### src/rtl/sobel_feeder_pkg.sv
// Shared types and sizing helpers for the Sobel column feeder.
package sobel_feeder_pkg;

   typedef enum logic [1:0] {
      IDLE   = 2'd0,
      FILL   = 2'd1,
      STREAM = 2'd2,
      DONE   = 2'd3
   } feeder_state_t;

   localparam int DATA_W_DEF = 5;

   // Bits needed to count 0..n-1, never less than one.
   function automatic int clog2(input int n);
      int w;
      w = 1;
      while ((1 << w) < n) w++;
      return w;
   endfunction

endpackage

### src/rtl/sobel_column_feeder_line_buffer.sv
// One image row of storage: combinational read, synchronous write, shared address.
module line_buffer
   import sobel_feeder_pkg::*;
#(
   parameter int DEPTH = 16,
   parameter int WIDTH = DATA_W_DEF
) (
   input  logic                       clk,
   input  logic                       we_i,
   input  logic [clog2(DEPTH)-1:0]    addr_i,
   input  logic [WIDTH-1:0]           wdata_i,
   output logic [WIDTH-1:0]           rdata_o
);

   logic [WIDTH-1:0] mem_q [DEPTH];

   // Read returns the old word when a write hits the same address this cycle.
   assign rdata_o = mem_q[addr_i];

   always_ff @(posedge clk) begin
      if (we_i) begin
         mem_q[addr_i] <= wdata_i;
      end
   end

endmodule

### src/rtl/sobel_column_feeder.sv
// Turns a raster pixel stream into registered 3-pixel vertical columns for the Sobel stage.
module sobel_column_feeder
   import sobel_feeder_pkg::*;
#(
   parameter int DATA_W = DATA_W_DEF,
   parameter int IMG_W  = 16,
   parameter int IMG_H  = 16
) (
   input  logic              clk,
   input  logic              reset,
   input  logic              start,
   input  logic [DATA_W-1:0] pixel_in,
   input  logic              in_valid,
   output logic              in_ready,
   output logic [DATA_W-1:0] pixel_out0,
   output logic [DATA_W-1:0] pixel_out1,
   output logic [DATA_W-1:0] pixel_out2,
   output logic              enable,
   output logic              done,
   output logic              frame_err,
   output logic [1:0]        state_dbg
);

   localparam int XW = clog2(IMG_W);
   localparam int YW = clog2(IMG_H);

   feeder_state_t     state_q, state_d;
   logic [XW-1:0]     x_q, x_d;
   logic [YW-1:0]     y_q, y_d;
   logic [DATA_W-1:0] p0_q, p0_d, p1_q, p1_d, p2_q, p2_d;
   logic              en_q, en_d, done_q, done_d, err_q, err_d;
   logic              accept, last_x;
   logic [DATA_W-1:0] top_rd, mid_rd;

   // Handshake: a pixel transfers on a cycle where in_valid and in_ready are both high;
   // in_ready depends only on state, never on in_valid.
   assign in_ready = (state_q == FILL) || (state_q == STREAM);
   assign accept   = in_valid & in_ready;
   assign last_x   = (x_q == XW'(IMG_W - 1));

   always_comb begin
      state_d = state_q;
      x_d     = x_q;
      y_d     = y_q;
      p0_d    = p0_q;
      p1_d    = p1_q;
      p2_d    = p2_q;
      en_d    = 1'b0;
      done_d  = 1'b0;
      err_d   = err_q;
      case (state_q)
         IDLE, DONE: begin
            if (start) begin
               state_d = FILL;
               x_d     = '0;
               y_d     = '0;
               err_d   = 1'b0;
            end else if (state_q == DONE) begin
               done_d = 1'b1;
            end
         end
         FILL, STREAM: begin
            // Any idle cycle while streaming breaks the continuous enable Sobel needs.
            if (state_q == STREAM && !in_valid) begin
               err_d = 1'b1;
            end
            if (accept) begin
               x_d = last_x ? '0 : x_q + XW'(1);
               if (last_x) begin
                  y_d = y_q + YW'(1);
                  if (state_q == FILL && y_q == YW'(1)) begin
                     state_d = STREAM;
                  end
                  if (state_q == STREAM && y_q == YW'(IMG_H - 1)) begin
                     state_d = DONE;
                     y_d     = '0;
                  end
               end
               if (state_q == STREAM) begin
                  en_d = 1'b1;
                  p0_d = top_rd;
                  p1_d = mid_rd;
                  p2_d = pixel_in;
               end
            end
         end
         default: state_d = IDLE;
      endcase
   end

   always_ff @(posedge clk) begin
      if (!reset) begin
         state_q <= IDLE;
         x_q     <= '0;
         y_q     <= '0;
         p0_q    <= '0;
         p1_q    <= '0;
         p2_q    <= '0;
         en_q    <= 1'b0;
         done_q  <= 1'b0;
         err_q   <= 1'b0;
      end else begin
         state_q <= state_d;
         x_q     <= x_d;
         y_q     <= y_d;
         p0_q    <= p0_d;
         p1_q    <= p1_d;
         p2_q    <= p2_d;
         en_q    <= en_d;
         done_q  <= done_d;
         err_q   <= err_d;
      end
   end

   // Rows shift upward on every accept: mid moves into top, the new pixel into mid.
   line_buffer #(.DEPTH(IMG_W), .WIDTH(DATA_W)) lb_top (
      .clk     (clk),
      .we_i    (accept),
      .addr_i  (x_q),
      .wdata_i (mid_rd),
      .rdata_o (top_rd)
   );

   line_buffer #(.DEPTH(IMG_W), .WIDTH(DATA_W)) lb_mid (
      .clk     (clk),
      .we_i    (accept),
      .addr_i  (x_q),
      .wdata_i (pixel_in),
      .rdata_o (mid_rd)
   );

   assign pixel_out0 = p0_q;
   assign pixel_out1 = p1_q;
   assign pixel_out2 = p2_q;
   assign enable     = en_q;
   assign done       = done_q;
   assign frame_err  = err_q;
   assign state_dbg  = state_q;

endmodule

### config.mk
export PLATFORM = sky130hd
export DESIGN_NAME = sobel_column_feeder
export DESIGN_NICKNAME = d
export VERILOG_FILES = /design/src/rtl/sobel_feeder_pkg.sv /design/src/rtl/sobel_column_feeder_line_buffer.sv /design/src/rtl/sobel_column_feeder.sv
export SDC_FILE = /design/constraint.sdc
export NUM_CORES = 1
export LEC_CHECK = 0
export ABC_AREA = 1
export ABC_CLOCK_PERIOD_IN_PS = 2750
export BUFFER_PORTS_ARGS = -buffer_cell sky130_fd_sc_hd__buf_2
export CORE_ASPECT_RATIO = 0.7
export CORE_MARGIN = 3
export CORE_UTILIZATION = 56
export CTS_BUF_LIST = sky130_fd_sc_hd__clkbuf_4
export DETAILED_ROUTE_END_ITERATION = 8
export PLACE_DENSITY_LB_ADDON = 0.3
export SYNTH_ARGS = -nofsm -noshare
export SYNTH_HDL_FRONTEND = slang
export SYNTH_SLANG_ARGS = --single-unit
### constraint.sdc
create_clock -name clk -period 2.75 [get_ports clk]
set_clock_uncertainty 0.05 [all_clocks]
set_input_delay 0.4125 -clock clk [delete_from_list [all_inputs] [get_ports clk]]
set_output_delay 0.4125 -clock clk [all_outputs]
set_load 0.01 [all_outputs]
; Yosys cells after proc, flatten, opt, wreduce, memory -nomap -nowiden
; Memory sizes are Yosys's and may differ from the RTL's. A register that Yosys moved wholly into a read port is not among the register bits.
; Index checks and enable logic that the tools add are counted.
[word_totals]
elab_cells = 65
regBits = 23
n_memories = 2
inputBits = 9
ramBits = 160
output_inout_bits = 21
[mem_list]
columns = memory, depth, word_bits, read_ports, rd_ports_with_merged_regs, wr, line_no
row1 = lb_mid.mem_q, 16, 5, 1, 1, 1, sobel_column_feeder_line_buffer.sv:15  ; logic [WIDTH-1:0] mem_q [DEPTH];
row2 = lb_top.mem_q, 16, 5, 1, 1, 1, sobel_column_feeder_line_buffer.sv:15
[classes]
eq_ne = 11
muxes = 23
n_addsub = 2
n_bitwise = 3
n_reduce_logical = 16
[ops]
columns = op, n
row1 = $mux 4, 8
row2 = $pmux 4 s2, 2
row3 = $mux 2, 5
row4 = $reduce_and 3->1, 3
row5 = $add 4x1->4 const B, 2
row6 = $eq 4x4->1 const B, 2
row7 = $ne 2x2->1 const B, 4
row8 = $mux 1, 6
row9 = $eq 2x2->1 const B, 2
row10 = $eq 4x1->1 const B, 1
row11 = $pmux 2 s2, 1
row12 = $reduce_and 2->1, 2
row13 = $reduce_and 4->1, 1
row14 = $reduce_or 2->1, 2
row15 = $logic_and 1x1->1, 3
row16 = $ne 3x3->1 const B, 1
row17 = $reduce_or 3->1, 1
row18 = $eq 2x1->1 const B, 1
row19 = $logic_not 1->1, 2
row20 = $logic_not 2->1, 1
row21 = $not 1->1, 2
row22 = $pmux 1 s2, 1
row23 = $and 1x1->1, 1
row24 = $logic_or 1x1->1, 1

; Depth between registers and ports, before layout
; Gate-level depths: netlist of the first run.
[logic_depth]
ltp_word = 7
ltp_mapped = 11
ltp_nobuf = 10

; Hierarchy
; From an unflattened synthesis of the first run, not the netlist that was laid out.
[unflattened]
hier_cells = 855
area_unflattened_um2 = 8267.9
[by_module_without_submodules]
columns = module, cells_each, seq_area_each_um2, area_per_inst_um2, instances
row1 = line_buffer, 349, 2402.3, 3527.1, 2
row2 = sobel_column_feeder, 157, 560.5, 1213.7, 1

; Worst setup path before layout of the first run
; Ideal clock, no wire load.
[synth_timing]
path_kind = reg2reg
startpoint = register state_q[0], in the netlist state_dbg[0]
endpoint = memory lb_mid.mem_q[11][0] in the netlist's numbering (enable)
setup_time_ns = 0.376
path_buffers = 0
arrival_time_ns = 1.714
path_stages_with_launch = 8
slack_ns = 0.610
required_time_ns = 2.324
period_less_slack_ns = 2.140
path_cell_list = dfxtp_1 inv_1 ha_1 inv_2 nand2_2 inv_1 nand2_1 nor2_1
[synth_via]
elab_chain_len = 5
elab_cells_between_ends = 6
classes_between = eq/ne (2) / mux (2) / bitwise (1) / reduce/logical (1)
[synth_rtl]
columns = element, line_no
row1 = "start, declared", sobel_column_feeder.sv:27  ; feeder_state_t state_q, state_d;
row2 = "start signal, assigned", sobel_column_feeder.sv:103  ; state_q <= state_d;
row3 = $eq 2x1->1 or $eq 2x2->1 (tied branches), sobel_column_feeder.sv:37  ; assign in_ready = (state_q == FILL) || (state_q == STREAM);
row4 = $logic_or 1x1->1 *, sobel_column_feeder.sv:37
row5 = named net in_ready, sobel_column_feeder.sv:14  ; output logic in_ready,
row6 = $and 1x1->1 *, sobel_column_feeder.sv:38  ; assign accept = in_valid & in_ready;
row7 = $mux 1 *, sobel_column_feeder_line_buffer.sv:21  ; if (we_i) begin
row8 = $mux 1 (not written as such) *, sobel_column_feeder_line_buffer.sv:22  ; mem_q[addr_i] <= wdata_i;
row9 = "end, declared", sobel_column_feeder_line_buffer.sv:15
; Mark *: on every way through the listed nets, which the timed path passes. The rest lies on a longest branch.

==> flow_summary.ini, run 1 <==
[status]
status = finished, final reports clean

[yosys]
synth-seq-area-share_pct = 68.25
synth_edf_count = 160
synthMuxAreaShare_pct = 0
synthSimpleGateAreaFrac_pct = 21.01
synth-xor-area-share_pct = 0.1098
syn_avg_cell_area_um2 = 10.36
synth_cells = 770
ys_ff_latch = 192
syn-num-nets = 788
ys_warn_count = 0
synth_top_family_by_area = simple AND/OR/NAND/NOR gates
syn_area_um2 = 7979
synth_compound_area_share_pct = 3.575
async_flop_share_pct = 0
synth_ff_type = edfxtp_1
yosysUniqueCellTypes = 28
synth_fa_ha_area_share_pct = 1.411

[clock_tree]
root_buffer = clkbuf_4
numCtsBuffers = 17
cts_hold_buf = 0
cts.sinks = 192
clk-insertion-delay-late_ps = 560
cts_tree = done
postCtsSetupBuffers = 0
clockBufferDepth = 2
ctsResizeCount = 0
cts.clk_slew.worst_paths_ps = 140
cts_max_level = 4

[layout]
fin_cells = 1011
area_growth_syn_to_layout_pct = 8.201
nNetsFinal = 831
design_area_um2 = 8633
num_antenna_cells = 0
drive_gt1_share_pct = 12.23

[place]
gp_congestion = 0.9723
place_area_um2 = 8376
dp.cells = 979
io_buffers = 29
hpwl_um = 12330

[run]
drv_cap = 0

[global_route]
grt-ovfl-total = 0
grt_max_degree = 41
grt_pass1_wl_um = 28500
grt_pass1_vias = 5177
gr-usage-all-layers_pct = 23.93
grt_antenna_before_repair = 0

[worst_setup_path]
start_kind = flop
cp_common_cell = nand3_1
crit_chain = clkinv_1 -> nand3_1 -> nand3_1 -> nand2_1
max_stage_delay_ps = 620
crit_path_end_kind = flop
cp_top_family = simple AND/OR/NAND/NOR gates
critPathBufInv = 1
cp_slowest_cell = dfxtp_1
cp_data_required_time_ps = 2960
critPathArrivalTime_ps = 2490
crit_type = reg -> reg
worst-path-max-fanout = 16

[sta]
layout_min_cycle_time_ps = 2275
max_freq_mhz = 439.6
rsz0062_at_grt = no
hold_viol_final = 0
setup_viol = 0
setup_tns_ps = 0
hold_ws_ps = 70.44
tightest_slew_ps = 718.1
finalCritPeriodShare_pct = 82.71
drv_slew = 0
slew_headroom_pct = 52.01

[floorplanning]
core_area_um2 = 13530
die_w_um = 148.7
start_util_pct = 58.96
die_h_um = 105.9
ios = 30
num_rows = 35
die_area_um2 = 15740

[drt]
totalWireLength_um = 18260
drc = 0
postRouteAntennaNets = 0
drtIter0Drc = 809
wl_per_cell_um = 18.06
drt_pre_antenna_iters = 5
vias_per_cell = 5.507
num_vias = 5568

[worst_hold_path]
worstHoldStart = start
hp-class = in -> reg

[pwr]
pwr_density_cell_nw_per_um2 = 735.1
p_total_mw = 6.346
vdd_drop_max_v = 0.0003478
p_leak_nw = 3.450
==> Yosys cell counts (all sizes together) (4+ instances only) <==
master  number  area share [%]
a21oi        5            0.31
buf         24             1.8
clkbuf       5            0.24
dfxtp       32             8.0
edfxtp     160              60
ha           9             1.4
inv         74             3.5
nand2      216              10
nand3       75             4.7
nor2       108             5.1
nor3         4            0.25
o21ai       49             3.1
==> state kept, by name, summed over array words and instances, names as in the netlist, named ones only <==
signal and count:
enable 1, pixel_out0 5, frame_err 1, x_q 4
pixel_out1 5, state_dbg 2, done 1, y_q 4
lb_top.mem_q 80, pixel_out2 5, lb_mid.mem_q 80
==> metrics by stage <==
step / setup WS, ps / utilization (%)
final: 475.4 / 63.80
after detailed placement: 489.1 / 61.90
after global routing: 254.5 / 63.80
after CTS: 465.7 / 63.80
after global placement: 587.2 / 61.90
after floorplan: 610.2 / -
==> metal layers <==
| layer | share of wire (%) | track usage [%] | wire (um) |
|---|---|---|---|
| met2 | 41 | 32.71 | 7549 |
| met1 | 46 | 38.39 | 8444 |
| met3 | 11 | 6.145 | 2075 |
| met5 | 0 | 0 | 0 |
| met4 | 1.0 | 5.405 | 186 |
==> layout make-up <==
type | count | area (um2)
Sequential cell | 192 | 5445
Timing Repair Buffer | 53 | 325.3
Clock buffer | 20 | 150.1
Multi-Input combinational cell | 473 | 2083
Tap cell | 185 | 231.5
Fill cell | 1049 | 4898
Clock inverter | 12 | 107.6
Inverter | 76 | 290.3
==> cell usage in the layout, fill, tap and decap left out, types with 9 or more instances in the layout <==
cell and instances:
buf_2 29, inv_1 68, dfxtp_1 32, o21ai_0 36, o21ai_1 13, ha_1 9
clkbuf_4 20, nand3_1 75, nor2_1 107, edfxtp_1 160, nand2_1 208, buf_4 24
==> worst reg2reg max path: cells and delay by family, from the launching register on <==
kind	cells	cell delay, ps
buf+inv	1	400
simple gates	3	910
flops	1	620
==> where the power goes <==
group / internal (mW) / leakage [nW] / switching [mW]
logic: 0.378 / 1.61 / 1.04
clock network: 0.485 / 0.144 / 0.937
registers: 3.43 / 1.70 / 0.0761
total: 4.29 / 3.45 / 2.05
==> cells by family after synthesis <==
group,count (synthesis)
buf+inv,105
fa+ha+maj,9
simple gates,407
flops,192
xor+xnor,1
compound gates,56
==> worst paths after layout <==
path / end / slack [ps] / depth (start not counted)
setup / recovery: lb_top.mem_q[8][0]$_DFFE_PP_ / 480 / 4
hold / removal: done$_SDFF_PP0_ / 70 / 3
setup reg to reg: lb_top.mem_q[8][0]$_DFFE_PP_ / 480 / 4
hold reg to reg: frame_err$_SDFFE_PN0P_ / 420 / 2
Power figures use the tool's default switching activity.
==> run 2: changes to the inputs <==
--- a/config.mk
+++ b/config.mk
@@ -6,7 +6,7 @@
 export NUM_CORES = 1
 export LEC_CHECK = 0
 export ABC_AREA = 1
-export ABC_CLOCK_PERIOD_IN_PS = 2750
+export ABC_CLOCK_PERIOD_IN_PS = 2000
 export BUFFER_PORTS_ARGS = -buffer_cell sky130_fd_sc_hd__buf_2
 export CORE_ASPECT_RATIO = 0.7
 export CORE_MARGIN = 3
==> constraint.sdc (replaced) <==
create_clock -name clk -period 2 [get_ports clk]
set_clock_uncertainty 0.05 [all_clocks]
set_input_delay 0.3 -clock clk [delete_from_list [all_inputs] [get_ports clk]]
set_output_delay 0.3 -clock clk [all_outputs]
set_load 0.01 [all_outputs]
==> run 2 against run 1 <==
Net effect:
- utilization up 1.4 points
- sequential power rose by 36%
- first-iteration DRC count is 25% lower
- design area grew 2.1%
- cell count is 1.7% higher
- wire length fell by 0.57%
- hold slack improved by 2.3 ps
- power grew 40%
- clock power is 36% higher
- register-to-register slack worse by 330 ps
- sequential share of layout area fell by 1.3 points
- critical endpoint is now in_ready
==> flow_summary.ini, run 2 (synthesis results as in run 1) <==
[pwr]
pwr_density_cell_nw_per_um2 = 1011
vdd_drop_max_v = 0.0006205
p_total_mw = 8.911
p_leak_nw = 3.529

[sta]
slew_headroom_pct = 70.57
drv_slew = 0
finalCritPeriodShare_pct = 93.91
setup_tns_ps = 0
max_freq_mhz = 532.4
hold_ws_ps = 72.74
hold_viol_final = 0
rsz0062_at_grt = no
tightest_slew_ps = 441.5
layout_min_cycle_time_ps = 1878
setup_viol = 0
setup_slack_ps = 121.7

[layout]
layout_common_cells = nand2_1, edfxtp_1, nor2_1
area_growth_syn_to_layout_pct = 10.49
nNetsFinal = 848
final_common_cell = nand2_1
fin_cells = 1028
design_area_um2 = 8816
num_antenna_cells = 0
drive_gt1_share_pct = 14.83
top_regs = lb_mid.mem_q x80, lb_top.mem_q x80
final_util_pct = 65.15

[place]
place_area_um2 = 8521
hpwl_um = 12080
dp.cells = 994
io_buffers = 29
pre_cts_ws_ps = 71.70
gp_congestion = 0.8888

[clock_tree]
cts.sinks = 192
root_buffer = clkbuf_4
numCtsBuffers = 17
cts_max_level = 4
clk-insertion-delay-late_ps = 580
cts_tree = done
clockBufferDepth = 2
cts.clk_slew.worst_paths_ps = 150

[drt]
num_vias = 5510
drc = 0
drt_pre_antenna_iters = 6
totalWireLength_um = 18150
drtIter0Drc = 603
wl_per_cell_um = 17.66
vias_per_cell = 5.360
postRouteAntennaNets = 0

[worst_setup_path]
start_kind = flop
worst-path-max-fanout = 6
r2r_end = lb_mid.mem_q[8][0]$_DFFE_PP_
worstReg2RegStart = state_dbg[1]$_SDFFE_PN0P_
crit_path_end_kind = output pin
r2r_setup_slack_ps = 150
cp_data_required_time_ps = 1650
rr_worst_depth = 7
crit_type = reg -> out
critPathArrivalTime_ps = 1530

[worst_hold_path]
worstHoldStart = in_valid
hp-class = in -> reg
whs_path_depth = 4
holdPathEnd = frame_err$_SDFFE_PN0P_

[run]
drv_cap = 0

[floorplanning]
core_area_um2 = 13530
die_w_um = 148.7
die_h_um = 105.9
ios = 30
num_rows = 35
start_util_pct = 58.96
die_area_um2 = 15740

[global_route]
grt_max_degree = 33
grt-ovfl-total = 0
grt_pass1_vias = 5280
grt_antenna_before_repair = 0
gr-usage-all-layers_pct = 24.46
grt_pass1_wl_um = 28920

[status]
status = finished, final reports clean
run 2: changes by cell type in the layout (fill, tap and decap cells not counted), moves of 3 or more:
cell,delta
nand2_2,+3
nor2_2,+3
clkbuf_4,-3
nor2_1,-3
buf_4,+14
nand2_1,-3
run 2: worst max path at each step:
| stage | from | endpoint | depth (start not counted) |
|---|---|---|---|
| finish | state_dbg[1]$_SDFFE_PN0P_ | in_ready | 3 |
| global route | state_dbg[1]$_SDFFE_PN0P_ | in_ready | 3 |
| CTS | state_dbg[0]$_SDFFE_PN0P_ | in_ready | 4 |
| detailed placement | state_dbg[0]$_SDFFE_PN0P_ | lb_top.mem_q[2][1]$_DFFE_PP_ | 8 |
| global placement | state_dbg[0]$_SDFFE_PN0P_ | lb_mid.mem_q[1][3]$_DFFE_PP_ | 8 |
| floorplan | state_dbg[0]$_SDFFE_PN0P_ | lb_mid.mem_q[11][0]$_DFFE_PP_ | 7 |
run 2: area by class of cell:
cell class	count	area [um2]
sequential	192	5445
fill	1084	4716
multi-input combinational	473	2111
timing repair buffer	70	480.5
inverter	76	290.3
tap	185	231.5
clock inverter	15	130.1
clock buffer	17	127.6
run 2: power by group:
| part | switching (mW) | total, mW | internal (mW) | leakage (nW) |
|---|---|---|---|---|
| Clock | 1.40 | 1.93 | 0.531 | 0.131 |
| Combinational | 1.51 | 2.19 | 0.674 | 1.70 |
| Sequential | 0.0851 | 4.79 | 4.71 | 1.70 |
run 2: worst max-delay path, cell delays in order, from the launching register on:
cell and delay [ps]:
dfxtp_1 460, ha_4 250, inv_2 110, buf_2 150
run 2: metal layers:
layer	share of wire [%]	track usage (%)	vias to the layer above
li1	-	-	2658
met1	46	37.58	2569
met2	43	34.65	253
met3	9.5	6.102	30
met4	1.8	7.053	0
met5	0	0	-
run 2: timing repair:
action                                  4_1_cts  5_1_grt
hold buffers                                  1        0
hold endpoints to repair                      1        0
endpoints found under the setup margin        0      122
setup buffers                                 0        1
gates resized for setup                       0        5
